[src/rtl/sweep_pkg.sv]
// Shared types and constants for the sweep sequencer and its dwell timer.
// Latency: none (declarations only).
// Backpressure: not applicable.
package sweep_pkg;

  localparam int VEC_W = 4;
  localparam int RES_W = 10;
  localparam logic [VEC_W-1:0] LAST_IDX = 4'd15;

  typedef enum logic [1:0] {
    IDLE    = 2'd0,
    DRIVE   = 2'd1,
    PRESENT = 2'd2
  } state_t;

endpackage

[src/rtl/dwell_timer.sv]
// Settle timer: counts cycles while enabled, flags the last of DWELL cycles.
// Latency: expired is combinational from the count; count updates each clk edge.
// Backpressure: none; clear dominates enable.
module dwell_timer #(
  parameter int DWELL = 4
) (
  input  logic clk,
  input  logic rst,
  input  logic clear,
  input  logic enable,
  output logic expired
);

  logic [7:0] cnt_q, cnt_d;

  // Next count: hold, restart from zero, or advance one settle cycle.
  always_comb begin
    cnt_d = cnt_q;
    if (clear) begin
      cnt_d = 8'd0;
    end else if (enable) begin
      cnt_d = cnt_q + 8'd1;
    end
  end

  // Count register with synchronous reset.
  always_ff @(posedge clk) begin
    if (rst) begin
      cnt_q <= 8'd0;
    end else begin
      cnt_q <= cnt_d;
    end
  end

  // The count starts at zero in the first enabled cycle, so DWELL-1 marks the last one.
  assign expired = enable && (cnt_q == 8'(DWELL - 1));

endmodule

[src/rtl/sweep_sequencer.sv]
// Drives all 16 {w,x,y,z} vectors in turn, captures r after DWELL settle cycles, presents one record per vector.
// Latency: first record DWELL cycles after start is accepted; DWELL+1 cycles per record with rec_ready held high.
// Backpressure: rec_ready=0 holds the record and the driven vector. Optional rec_parity output: SWEEP_PARITY_EN.
module sweep_sequencer
  import sweep_pkg::*;
#(
  parameter int DWELL = 4
) (
  input  logic             clk,
  input  logic             rst,
  input  logic             start,
  output logic             w,
  output logic             x,
  output logic             y,
  output logic             z,
  input  logic [RES_W-1:0] r,
  output logic             rec_valid,
  input  logic             rec_ready,
  output logic [VEC_W-1:0] rec_idx,
  output logic [RES_W-1:0] rec_result,
  output logic             busy,
`ifdef SWEEP_PARITY_EN
  output logic             rec_parity,
`endif
  output logic             done
);

  state_t             state_q, state_d;
  logic [VEC_W-1:0]   idx_q, idx_d;
  logic               rec_valid_q, rec_valid_d;
  logic [VEC_W-1:0]   rec_idx_q, rec_idx_d;
  logic [RES_W-1:0]   rec_result_q, rec_result_d;
  logic               done_q, done_d;
  logic               expired;
`ifdef SWEEP_PARITY_EN
  logic               rec_parity_q, rec_parity_d;
`endif

  // Timer runs only in DRIVE and is held at zero everywhere else, so each DRIVE entry starts fresh.
  dwell_timer #(
    .DWELL(DWELL)
  ) u_dwell (
    .clk    (clk),
    .rst    (rst),
    .clear  (state_q != DRIVE),
    .enable (state_q == DRIVE),
    .expired(expired)
  );

  // Next-state and record logic: start only in IDLE, capture at dwell expiry, advance on transfer.
  always_comb begin
    state_d      = state_q;
    idx_d        = idx_q;
    rec_valid_d  = rec_valid_q;
    rec_idx_d    = rec_idx_q;
    rec_result_d = rec_result_q;
    done_d       = 1'b0;
`ifdef SWEEP_PARITY_EN
    rec_parity_d = rec_parity_q;
`endif
    case (state_q)
      IDLE: begin
        if (start) begin
          idx_d   = '0;
          state_d = DRIVE;
        end
      end
      DRIVE: begin
        if (expired) begin
          rec_valid_d  = 1'b1;
          rec_idx_d    = idx_q;
          rec_result_d = r;
`ifdef SWEEP_PARITY_EN
          rec_parity_d = ^r;
`endif
          state_d      = PRESENT;
        end
      end
      PRESENT: begin
        // rec_valid is always high here, so rec_ready alone means a transfer.
        if (rec_ready) begin
          rec_valid_d = 1'b0;
          if (idx_q == LAST_IDX) begin
            idx_d   = '0;
            state_d = IDLE;
            done_d  = 1'b1;
          end else begin
            idx_d   = idx_q + 4'd1;
            state_d = DRIVE;
          end
        end
      end
      default: begin
        state_d = IDLE;
        idx_d   = '0;
      end
    endcase
  end

  // State and record registers; reset wins over start and over any transfer.
  always_ff @(posedge clk) begin
    if (rst) begin
      state_q      <= IDLE;
      idx_q        <= '0;
      rec_valid_q  <= 1'b0;
      rec_idx_q    <= '0;
      rec_result_q <= '0;
      done_q       <= 1'b0;
`ifdef SWEEP_PARITY_EN
      rec_parity_q <= 1'b0;
`endif
    end else begin
      state_q      <= state_d;
      idx_q        <= idx_d;
      rec_valid_q  <= rec_valid_d;
      rec_idx_q    <= rec_idx_d;
      rec_result_q <= rec_result_d;
      done_q       <= done_d;
`ifdef SWEEP_PARITY_EN
      rec_parity_q <= rec_parity_d;
`endif
    end
  end

  // idx is zero whenever IDLE, so the vector needs no extra gating.
  assign {w, x, y, z} = idx_q;
  assign rec_valid    = rec_valid_q;
  assign rec_idx      = rec_idx_q;
  assign rec_result   = rec_result_q;
  assign busy         = (state_q != IDLE);
  assign done         = done_q;
`ifdef SWEEP_PARITY_EN
  assign rec_parity   = rec_parity_q;
`endif

endmodule

[config.mk]
export PLATFORM = sky130hd
export DESIGN_NAME = sweep_sequencer
export DESIGN_NICKNAME = d
export VERILOG_FILES = /design/src/rtl/sweep_pkg.sv /design/src/rtl/dwell_timer.sv /design/src/rtl/sweep_sequencer.sv
export SDC_FILE = /design/constraint.sdc
export NUM_CORES = 1
export LEC_CHECK = 0
export CORE_ASPECT_RATIO = 1.25
export CORE_MARGIN = 2
export CORE_UTILIZATION = 40
export CTS_CLUSTER_DIAMETER = 60
export DETAILED_ROUTE_END_ITERATION = 7
export HOLD_SLACK_MARGIN = 0.06
export PLACE_DENSITY = 0.64
export SYNTH_ARGS = -nofsm -noshare
export SYNTH_HDL_FRONTEND = slang
export SYNTH_SLANG_ARGS = --single-unit
export TNS_END_PERCENT = 20
[constraint.sdc]
create_clock -name clk -period 1.83 [get_ports clk]
set_input_delay 0.549 -clock clk [delete_from_list [all_inputs] [get_ports clk]]
set_output_delay 0.549 -clock clk [all_outputs]
set_load 0.03 [all_outputs]
# Yosys cells after proc, flatten, opt, wreduce, memory -nomap -nowiden

Cells that the tools add are included.

Register bits: 30
Input port bits: 14
Output and inout bits: 21
Word-level logic and storage cells: 43

Add/subtract/negate cells: 2
Eq/ne operators: 8
Muxes and demuxes: 13
Bitwise gates (word level): 3
Reductions and logical operators: 10

Operator list:

| operator                                                                 | number |
|---|---|
| 4-bit two-way mux                                                        | 3 |
| 4-bit one-hot mux with 3 select lines                                    | 1 |
| 3-bit AND reduction                                                      | 3 |
| 8-bit by 1-bit adder with 8-bit output (second input constant)           | 1 |
| 8-bit by 2-bit == test with 1-bit output (second input constant)         | 1 |
| 2-bit two-way mux                                                        | 3 |
| 2-bit inequality test (second input constant)                            | 3 |
| 2-bit one-hot mux with 3 select lines                                    | 1 |
| 4-bit by 1-bit adder with 4-bit output (second input constant)           | 1 |
| 4-bit == test (second input constant)                                    | 1 |
| 1-bit two-way mux                                                        | 4 |
| 2-bit nonzero test                                                       | 2 |
| 1-bit inverter                                                           | 3 |
| 3-bit OR reduction                                                       | 1 |
| 2-bit by 1-bit == test with 1-bit output (second input constant)         | 1 |
| 2-bit == test (second input constant)                                    | 1 |
| 2-bit zero test                                                          | 1 |
| 2-bit by 1-bit inequality test with 1-bit output (second input constant) | 1 |
| 1-bit one-hot mux with 2 select lines                                    | 1 |
| 2-bit AND reduction                                                      | 1 |
| 2-bit OR reduction                                                       | 1 |
| 1-bit logical AND                                                        | 1 |

# Depth between registers and ports, before layout

Depth after elaboration: 4
Gate-level depth with buffers: 5
Depth with buffers taken out: 4

# Modules after synthesis

A second synthesis with hierarchy kept.

Cells, all modules: 147
Area total of the unflattened synthesis: 1270.0 sq um

Modules (own cells, without submodules):

| module          | instances | cells an instance | area an instance (sq um) | sequential area each (sq um) |
|---|---|---|---|---|
| sweep_sequencer | 1         | 107               | 907.1                    | 440.4 |
| dwell_timer     | 1         | 40                | 362.8                    | 160.2 |

# Least setup slack after synthesis

Ideal clock, no wire load.

Kind: register -> register
Start point: reg u_dwell.cnt_q[0]
End point: reg rec_result_q[3] (netlist: rec_result[3])
Library setup time: 132 ps
Data arrival time: 1524 ps
Data required time: 1698 ps
Slack: 174 ps
Stages on the path, launching flop included: 6
Path buffers: 1
Clock period less this slack: 1656 ps
Cell sequence: dfxtp_1 ha_1 or4b_4 buf_6 o31ai_2 a21oi_1

Longest elaborated chain between the ends: 3

RTL lines:

| what                                     | RTL line               | text |
|---|---|---|
| start: declaration                       | dwell_timer.sv:14      | `logic [7:0] cnt_q, cnt_d;` |
| start signal: assignment                 | dwell_timer.sv:31      | `cnt_q <= cnt_d;` |
| 8-bit by 2-bit == test with 1-bit output | dwell_timer.sv:36      | `assign expired = enable && (cnt_q == 8'(DWELL - 1));` |
| 1-bit logical AND                        | dwell_timer.sv:36      |  |
| 2-bit AND reduction (no line)            | -                      |  |
| end signal: assignment                   | sweep_sequencer.sv:117 | `rec_result_q <= rec_result_d;` |
| end: declaration                         | sweep_sequencer.sv:32  | `logic [RES_W-1:0] rec_result_q, rec_result_d;` |

No other way between the ends.
A chain may end at the register's enable or synchronous reset.

# Worst setup path in the final report

Start point: reg state_q[1]
End point: out busy

Longest elaborated chain between the ends: 1

RTL lines:

| what                     | RTL line               | text |
|---|---|---|
| start: declaration       | sweep_sequencer.sv:28  | `state_t state_q, state_d;` |
| start signal: assignment | sweep_sequencer.sv:113 | `state_q <= state_d;` |
| 2-bit nonzero test       | sweep_sequencer.sv:130 | `assign busy = (state_q != IDLE);` |
| end: declaration         | sweep_sequencer.sv:21  | `output logic busy,` |

No other way between the ends.

==> impl_metrics.ini <==
[status]
outcome = complete, no violations

[sta]
period_share_pct = 96.9
finalSetupTns_ps = 0
tightest_slew_ps = 708
final_hold_viol_count = 0
fmax_mhz = 564
slew_viol_final = 0
rsz0062_at_grt = no
fin_crit_ps = 1770
slew_headroom_pct = 52.8
setup_viol = 0
finClkSkew_ps = 5.02

[clock_network]
cts_tree = built
cts_hold_buffers = 0
htree_levels = 2
cts_root_buffer = clkbuf_8
clkTransAtPathRegs_ps = 60
cts_buffer_depth = 2
cts_buffers = 5
clock-sinks = 30
insertion_delay_ps = 280

[worst_setup_path]
reg2reg_depth = 4
worst-path-max-fanout = 15
start_kind = flop
cp-end-kind = output port
critPathTopFamily = flip-flops
crit_chain = or2_2 > buf_4
r2r_slack_ps = 110
slowest_stage = dfxtp_1
worst-path-buf-inv = 1
crit_arrival_ps = 1220
cp_data_required_time_ps = 1280
r2r-end = rec_result[2]
crit_start = state_q[1]
critical_path_class = reg -> out
timing.rr.start = u_dwell.cnt_q[0]
critPathMaxStageDelay_ps = 430

[global_routing]
grt_pass1_vias = 1326
grt_util_all_layers_pct = 19.3
grt_start_max_net_pins = 16
busiest_layer = met2
use_met2_pct = 33.8
grt_pass1_wl_mm = 6.13
use_met3_pct = 6.40
gr-total-overflow = 0
antenna_found_initial = 0
met1_usage_pct = 21.9

[synth]
ys.warnings.count = 0
syn_avg_cell_area_um2 = 9.40
ys_seq_area_share_pct = 41.7
synthesis.nets = 169
syn_inst = 153
synth-seq-cells = 30
synth_area_um2 = 1440
synth_cell_type_count = 38

[detailed_routing]
vias = 1364
routed_wl_mm = 3.70
route.detailed.drc = 0
drtIter0Drc = 28
viasPerCell = 5.73
drtAntennaViolNets = 0
firstDrtPassIters = 4
wire_per_inst_um = 15.5

[floorplan]
num_io_pins = 35
die_height_um = 71.1
coreArea_um2 = 3450
row_count = 24
initial_utilization_pct = 41.7
fp.dieArea_um2 = 4100
die_w_um = 57.6

[cells_and_area]
insertedDiodeCount = 0
area_growth_pct = 35.8
design_area_um2 = 1950
drive_gt1_share_pct = 19.6
final_nets = 215

[hold_path]
hold_start = rec_valid
hold_path.class = reg -> reg
holdPathStages = 2
whs_endpoint = rec_valid

[power_and_ir_drop]
power_density_nw_per_um2 = 640
p_leak_nw = 0.797
power_mw = 1.25
ir_worst_vdd_mv = 0.637

[placed_design]
gp_congestion = 0.825
io_buffer_count = 34
dp_hpwl_mm = 2.71
placed_area_um2 = 1890

[job]
drv_cap = 0
## cells by family after synthesis
| family | Yosys count | share of synthesized area (%) |
|---|---|---|
| and+or+nand+nor | 58 | 25.4 |
| AOI/OAI and AO/OA | 47 | 24.3 |
| DFF | 30 | 41.7 |
| buffers and inverters | 12 | 4.35 |
| xor gates and xnor gates | 3 | 1.83 |
| adders and majority gates | 2 | 1.74 |
| muxes | 1 | 0.696 |
## cell usage after synthesis, drive strengths merged
cell type / count / area [um2]
and3b: 2 / 17.5
or4b: 1 / 13.8
buf: 5 / 36.3
a31o: 1 / 8.76
nand4b: 3 / 26.3
a21boi: 1 / 7.51
nor4b: 1 / 15.0
or3: 4 / 25.0
a311oi: 1 / 8.76
or2: 2 / 12.5
xnor2: 1 / 8.76
inv: 1 / 3.75
nand2: 3 / 11.3
o211ai: 1 / 7.51
nor2b: 3 / 18.8
xor2: 2 / 17.5
a211oi: 2 / 15.0
o21ai: 6 / 30.0
o22ai: 1 / 6.26
o31ai: 13 / 156
nand3b: 2 / 15.0
a21oi: 20 / 100
a41oi: 1 / 8.76
nand3: 7 / 35.0
nand2b: 7 / 43.8
mux2i: 1 / 10.0
and2: 1 / 6.26
clkbuf: 6 / 22.5
nand4: 14 / 87.6
nor3: 2 / 15.0
ha: 2 / 25.0
dfxtp: 30 / 601
nor2: 6 / 22.5
## metrics by stage
stage / std cells / utilization (%) / worst slack, ps / hold WS (ps)
4_1_cts: 238 / 56.2 / 0.785 / 459
3_5_place_dp: 231 / 54.6 / 70.0 / 454
6_report: 238 / 56.6 / 56.5 / 454
5_1_grt: 238 / 56.6 / 12.1 / 483
2_1_floorplan: 153 / - / 174 / 441
3_3_place_gp: 231 / 54.6 / 129 / 443
## state kept, by name, summed over array words and instances (netlist names)
register and cells:
u_dwell.cnt_q 8, rec_result 10, rec_valid 1, state_q 2, done 1, rec_idx 4, idx_q 4
## how the worst max path moves through the flow
stage	end	cells past startpoint	slack, ps
floorplan	rec_result[3]	5	170
global placement	u_dwell.cnt_q[3]	3	130
detailed placement	idx_q[3]	4	70
CTS	rec_result[9]	1	0.8
global route	busy	2	10
finish	busy	2	60
## cells in the final DEF, fill, tap and decap left out, types with 2 or more instances in the layout
cell             count
a21oi_1             20
clkbuf_8             5
a211oi_1             2
dfxtp_1             30
o31ai_2             10
o21ai_0              6
nand3_1              7
or3_1                4
dlygate4sd2_1       17
clkbuf_1             2
nor2b_1              3
and3b_1              2
nor2_1               6
ha_1                 2
nand3b_1             2
nand2_1              3
nand4b_1             3
clkdlybuf4s50_1     13
buf_4               17
or2_2                2
xor2_1               2
o31ai_1              2
nand2b_1             7
nand4_1             14
dlymetal6s2s_1       3
## tightest hold or removal path: cells and delay by family, from the launching register on
family	cells	cell delay, ps
compound gates	1	50
flops	1	310
simple gates	1	50
## layout make-up
type | instances | area (um2)
clock buffer | 7 | 76.3
fill | 321 | 1500
sequential | 30 | 601
timing repair buffer | 50 | 444
multi-input combinational | 111 | 781
tap | 39 | 48.8
inverter | 1 | 3.75
## repair_timing
action / in CTS / in global routing
setup endpoints to repair: 17 / 4
setup buffers: 0 / 0
resized for setup: 17 / 4
## per-layer routing
metal,part of all wire [%],up-vias
li1,-,670
met1,42,656
met2,52,32
met3,5.0,6
met4,1.2,0
met5,0,-
## power by group
| part | internal (mW) | switching (mW) |
|---|---|---|
| combinational | 0.0493 | 0.0476 |
| sequential | 0.657 | 0.00687 |
| clock | 0.261 | 0.229 |
| total | 0.967 | 0.284 |
Note: power is estimated with default switching activity, not from simulation.
